==> config.mk <==
export PLATFORM = sky130hd
export DESIGN_NAME = fetch_queue
export DESIGN_NICKNAME = d
export VERILOG_FILES = /design/src/rtl/fetch_queue_pkg.sv /design/src/rtl/fetch_queue.sv
export SDC_FILE = /design/constraint.sdc
export NUM_CORES = 1
export LEC_CHECK = 0
export ABC_CLOCK_PERIOD_IN_PS = 3250
export CAP_MARGIN = 40
export CORE_MARGIN = 1.5
export CORE_UTILIZATION = 50
export CTS_BUF_LIST = sky130_fd_sc_hd__clkbuf_16
export DETAILED_ROUTE_END_ITERATION = 12
export PLACE_DENSITY = 0.74
export RECOVER_POWER = 25
export SYNTH_ARGS = -nofsm -noshare
export SYNTH_HDL_FRONTEND = slang
export SYNTH_SLANG_ARGS = --single-unit
==> constraint.sdc <==
create_clock -name clk -period 3.25 [get_ports clk]
set_input_delay 0.4875 -clock clk [delete_from_list [all_inputs] [get_ports clk]]
set_output_delay 0.4875 -clock clk [all_outputs]
set_load 0.02 [all_outputs]
==> src/rtl/fetch_queue_pkg.sv <==
// ============================================================================
// Module  : fetch_queue_pkg
// Brief   : Shared branch-predictor / fetch packet types for the fetch queue.
// Revision: 1.0 - initial release
// ============================================================================
`default_nettype none

package fetch_queue_pkg;

  localparam int LPHT_ADDR_WIDTH = 10;
  localparam int FQ_DEPTH        = 4;
  localparam int PC_W            = 30;

  // One prediction slot as produced by the branch predictor.
  typedef struct packed {
    logic                       valid;
    logic [31:2]                npc;
    logic [1:0]                 lphr;
    logic [LPHT_ADDR_WIDTH-1:0] lphr_index;
  } bpu_predict_t;

  typedef struct packed {
    logic [31:2]        pc;
    bpu_predict_t [1:0] predict;
  } fetch_pkt_t;

endpackage : fetch_queue_pkg

`default_nettype wire

==> src/rtl/fetch_queue.sv <==
// ============================================================================
// Module  : fetch_queue
// Brief   : FWFT decoupling FIFO between branch predictor and I-cache fetch.
// Revision: 1.0 - initial release
// ============================================================================
`default_nettype none

module fetch_queue
  import fetch_queue_pkg::*;
#(
  parameter  int DEPTH = FQ_DEPTH,
  localparam int PTR_W = $clog2(DEPTH)
) (
  input  logic                    clk,
  input  logic                    rst_n,
  input  logic                    flush_i,
  input  logic                    in_valid_i,
  input  logic [PC_W-1:0]         in_pc_i,
  input  bpu_predict_t [1:0]      in_predict_i,
  output logic                    in_ready_o,
  output logic                    out_valid_o,
  output logic [PC_W-1:0]         out_pc_o,
  output bpu_predict_t [1:0]      out_predict_o,
  input  logic                    out_ready_i,
  output logic [PTR_W:0]          count_o
);

  logic [PTR_W-1:0] r_wr_ptr;
  logic [PTR_W-1:0] r_rd_ptr;
  logic [PTR_W:0]   r_count;
  fetch_pkt_t       r_mem [DEPTH];

  logic             w_push;
  logic             w_pop;
  logic             w_full;
  logic             w_empty;
  fetch_pkt_t       w_in_pkt;
  fetch_pkt_t       w_head;

  // Ready depends only on registered occupancy, never on out_ready_i.
  assign w_full   = (r_count == (PTR_W+1)'(DEPTH));
  assign w_empty  = (r_count == '0);
  assign w_push   = in_valid_i & ~w_full;
  assign w_pop    = out_ready_i & ~w_empty;

  always_comb begin
    w_in_pkt         = '0;
    w_in_pkt.pc      = in_pc_i;
    w_in_pkt.predict = in_predict_i;
  end

  always_ff @(posedge clk) begin
    if (!rst_n) begin
      r_wr_ptr <= '0;
      r_rd_ptr <= '0;
      r_count  <= '0;
    end else if (flush_i) begin
      r_wr_ptr <= '0;
      r_rd_ptr <= '0;
      r_count  <= '0;
    end else begin
      if (w_push) r_wr_ptr <= r_wr_ptr + PTR_W'(1);
      if (w_pop)  r_rd_ptr <= r_rd_ptr + PTR_W'(1);
      case ({w_push, w_pop})
        2'b10:   r_count <= r_count + (PTR_W+1)'(1);
        2'b01:   r_count <= r_count - (PTR_W+1)'(1);
        default: r_count <= r_count;
      endcase
    end
  end

  // Storage is intentionally not reset; stale entries are masked by out_valid_o.
  always_ff @(posedge clk) begin
    if (w_push) r_mem[r_wr_ptr] <= w_in_pkt;
  end

  assign w_head        = r_mem[r_rd_ptr];
  assign in_ready_o    = ~w_full;
  assign out_valid_o   = ~w_empty;
  assign out_pc_o      = w_head.pc;
  assign out_predict_o = w_head.predict;
  assign count_o       = r_count;

  a_count_bound: assert property (@(posedge clk) disable iff (!rst_n)
    r_count <= (PTR_W+1)'(DEPTH));
  a_no_push_full: assert property (@(posedge clk) disable iff (!rst_n)
    !(w_push && w_full));
  a_no_pop_empty: assert property (@(posedge clk) disable iff (!rst_n)
    !(w_pop && w_empty));

endmodule : fetch_queue

`default_nettype wire

==> results.md <==
- Endpoint of the worst-slack reg-to-reg timing path: count_o[2]
- Number of antenna violations at the first check in global routing: 10
- TritonCTS clock tree: done
- Total number of vias: 7851
- Post-synthesis share of cell area spent on and, or, nand and nor gates: 0.640%
- Final non-filler cell area: 21900 um^2
- Main combinational cell family by area after synthesis: multiplexers
- Half-perimeter wire length after placement: 19.9 mm
- Final count of hold timing violations: 0
- Sum of overflow across all layers after global routing: 0
- Synthesis-to-finish area growth: 27.2%
- Total number of placement rows: 67
- Wire length of the first global-routing pass: 49.4 mm
- Placed Instance Area: 20300 um^2
- Warning count from the yosys run: 0
- PortBufs: 241
- Maximum clock rate: 0.324 GHz
- Share of the clock period used by the worst path: 95.0%
- Post-synthesis mux area share: 15.3%
- Routed wire per std cell: 22.7 um
- Layout Skew: 0.0214 ns
- Starting utilization of the core area: 51.0%
- Peak fanout along the critical path: 16
- Synthesized instance count: 658
- Number of buffers added for setup after CTS: 0
- Final routed wirelength across all metal layers: 32.6 mm
- Final Total Pwr: 13000 uW
- Net count after synthesis: 785
- Setup TNS: 0 ns
- Horizontal extent of the die: 188 um
- Count of instances resized after the clock tree is built: 0
- Die ar.: 35500 um^2
- Vias in the first global route: 8246
- Count of pins on the block boundary: 242
- Pwr Density: 592 nW/um^2
- Async S/R FF share, synth: 0%
- Max IR drop VDD: 0.355 mV
- Final cell utilization of the core: 64.9%
- Synth cell types: 25
- Register-to-Register Path Depth: 8
- Area leader, netlist: edfxtp_1
- Arithmetic-cell share of the synthesized area counting full adders, half adders and majority gates: 0.480%
- Sequential element share of the synthesized area: 82.1%
- Number of slew-limit violations in the final report: 0
- Mapped cell area: 17200 um^2
- Synth Flop Type: edfxtp_1
- Setup-failing EPs final: 0
- Worst-case hold path end point: r_wr_ptr[1]
- DRC violation total after the first TritonRoute iteration: 580
- Vias/cell: 5.47
- Leading cell types by total area after synthesis: edfxtp_1, mux4_2, dfxtp_1
- Vertical extent of the die: 188 um
- Post-Synth XOR/XNOR Area: 0.204%
- Share of final-layout standard cells stronger than drive strength 1: 22.2%
- Core area: 33700 um^2
- Max-cap viol count: 0
- Result of the run: complete, no violations
- Post-DRT Antenna Nets: 0
- Min-Delay Path Depth: 2
- Number of levels in the clock H-tree: 2
- Number of sinks on the clock net: 473
- Source-to-sink clock delay at the later pin of the worst-skew pair: 0.55 ns
- Relative slew slack: 57.8%
- Clock slew at reported path FFs: 0.06 ns
- Synthesized-area fraction occupied by ao, oa, aoi and oai cells: 0.247%
- Max Root-Sink Buffers: 3
- Total number of nets in the final design: 1070
- Worst setup SP type: register
- Data required time of the critical path: 2.76 ns
- Setup slack of the most critical reg-to-reg path: 0.74 ns
- CTS buffer count: 46
- Critical setup path kind: reg -> out
- Final weighted congestion in routability-driven placement: 0.736
- Buffer type at the clock tree root: clkbuf_16
- Class of the tightest hold or removal check: reg -> reg
- Unrepaired setup endpoints after global routing: no
- Launch instance of the worst register-to-register path: count_o[2]
- Leakage power summed over all cells: 0.00691 uW
- Number of enable flip-flop cells after synthesis: 464
- Total of flip-flops plus latches after synthesis: 473
- Post-synth top area share: 81.0%
- Arrival time at the worst endpoint: 2.60 ns
- Category of the worst setup path capture point: output pin
- Maximum number of pins on one net before global-route repair: 81
- Crit path time final: 3.09 ns
- Startpoint of the lowest-slack hold path: r_wr_ptr[1]
- Quantity of hold-fixing buffers added after cts: 0
- Mean Syn Cell Area: 26.1 um^2
- Number of detailed-routing iterations run before antenna repair: 6
- Overall fraction of global-route tracks in use: 18.5%
- Drt drc: 0
- Worst Tran Pin Value: 0.632 ns
## cells in the mapped netlist (2+ instances only)
cell type	number
nand2_1	4
mux4_2	116
xor2_1	3
dfxtp_1	9
and3_2	4
buf_2	13
or3_2	2
nor2_1	6
clkbuf_1	7
edfxtp_1	464
a21oi_1	2
inv_1	5
buf_6	7
ha_1	5
## power breakdown
group          switching [uW]  total, uW  internal, uW
Clock                    2150       5180          3030
Combinational             430        874           443
Sequential               37.5       6900          6860
## logic make-up after synthesis
logic type | count (synthesis)
buffers and inverters | 32
and+or+nand+nor | 20
muxes | 117
AOI/OAI and AO/OA | 6
DFF | 473
adders and majority gates | 6
xor gates and xnor gates | 4
## critical path, stage by stage (launching register included)
cell and delay [ns]:
dfxtp_4 0.51, buf_4 0.38, mux4_2 0.59, clkdlybuf4s50_1 0.57
## cell usage in the layout (no fill, tap or decap), drive strengths merged
cell,instances
and3,4
a211o,1
inv,10
mux2i,1
a21oi,2
clkdlybuf4s50,172
clkinv,23
clkinvlp,5
or3b,1
dlygate4sd3,69
bufinv,5
o311ai,1
xnor2,1
diode,7
nand4,1
ha,5
or3,2
buf,23
mux4,116
fa,1
xor2,3
nand2,4
nor2b,1
o31a,1
edfxtp,464
nand2b,1
dfxtp,9
clkbuf,47
o21ai,1
nor2,6
## layout make-up
type                            instances  area (um^2)
Antenna cell                            7         17.5
Clock buffer                           47         1180
Clock inverter                         38          332
Fill cell                            2233        11800
Inverter                                5         18.8
Multi-Input combinational cell        153         2910
Sequential cell                       473        14100
Tap cell                              448          561
Timing Repair Buffer                  264         2740
## sequential cells by signal (all words and copies together) (netlist names), named ones only
name,flops
r_mem,464
r_rd_ptr,2
count_o,3
r_wr_ptr,2
## through the flow
stage / hold slack (ns) / std cells / setup slack (ns)
global route: 0.565 / 1429 / 0.0319
finish: 0.518 / 1435 / 0.163
global placement: 0.490 / 1343 / 0.637
detailed placement: 0.510 / 1343 / 0.635
CTS: 0.524 / 1428 / 0.0399
floorplan: 0.471 / 658 / 0.527
## metal layers
layer,GRT usage [%],part of all wire [%]
met2,28.5,48
met4,4.21,1.5
met1,26.8,43
met5,0,0.17
met3,5.10,7.2
## how the worst max path moves through the flow
stage	start	endpoint	slack, ns	depth (start not counted)
after detailed placement	register	out_predict_o[2]	0.63	3
after global routing	register	out_predict_o[42]	0.03	3
after global placement	register	out_predict_o[2]	0.64	3
after floorplan	count_o[0]	r_mem[0][0]	0.53	3
after CTS	register	out_predict_o[2]	0.04	3
final	register	out_predict_o[42]	0.16	3
(Power assumes the default switching activity.)
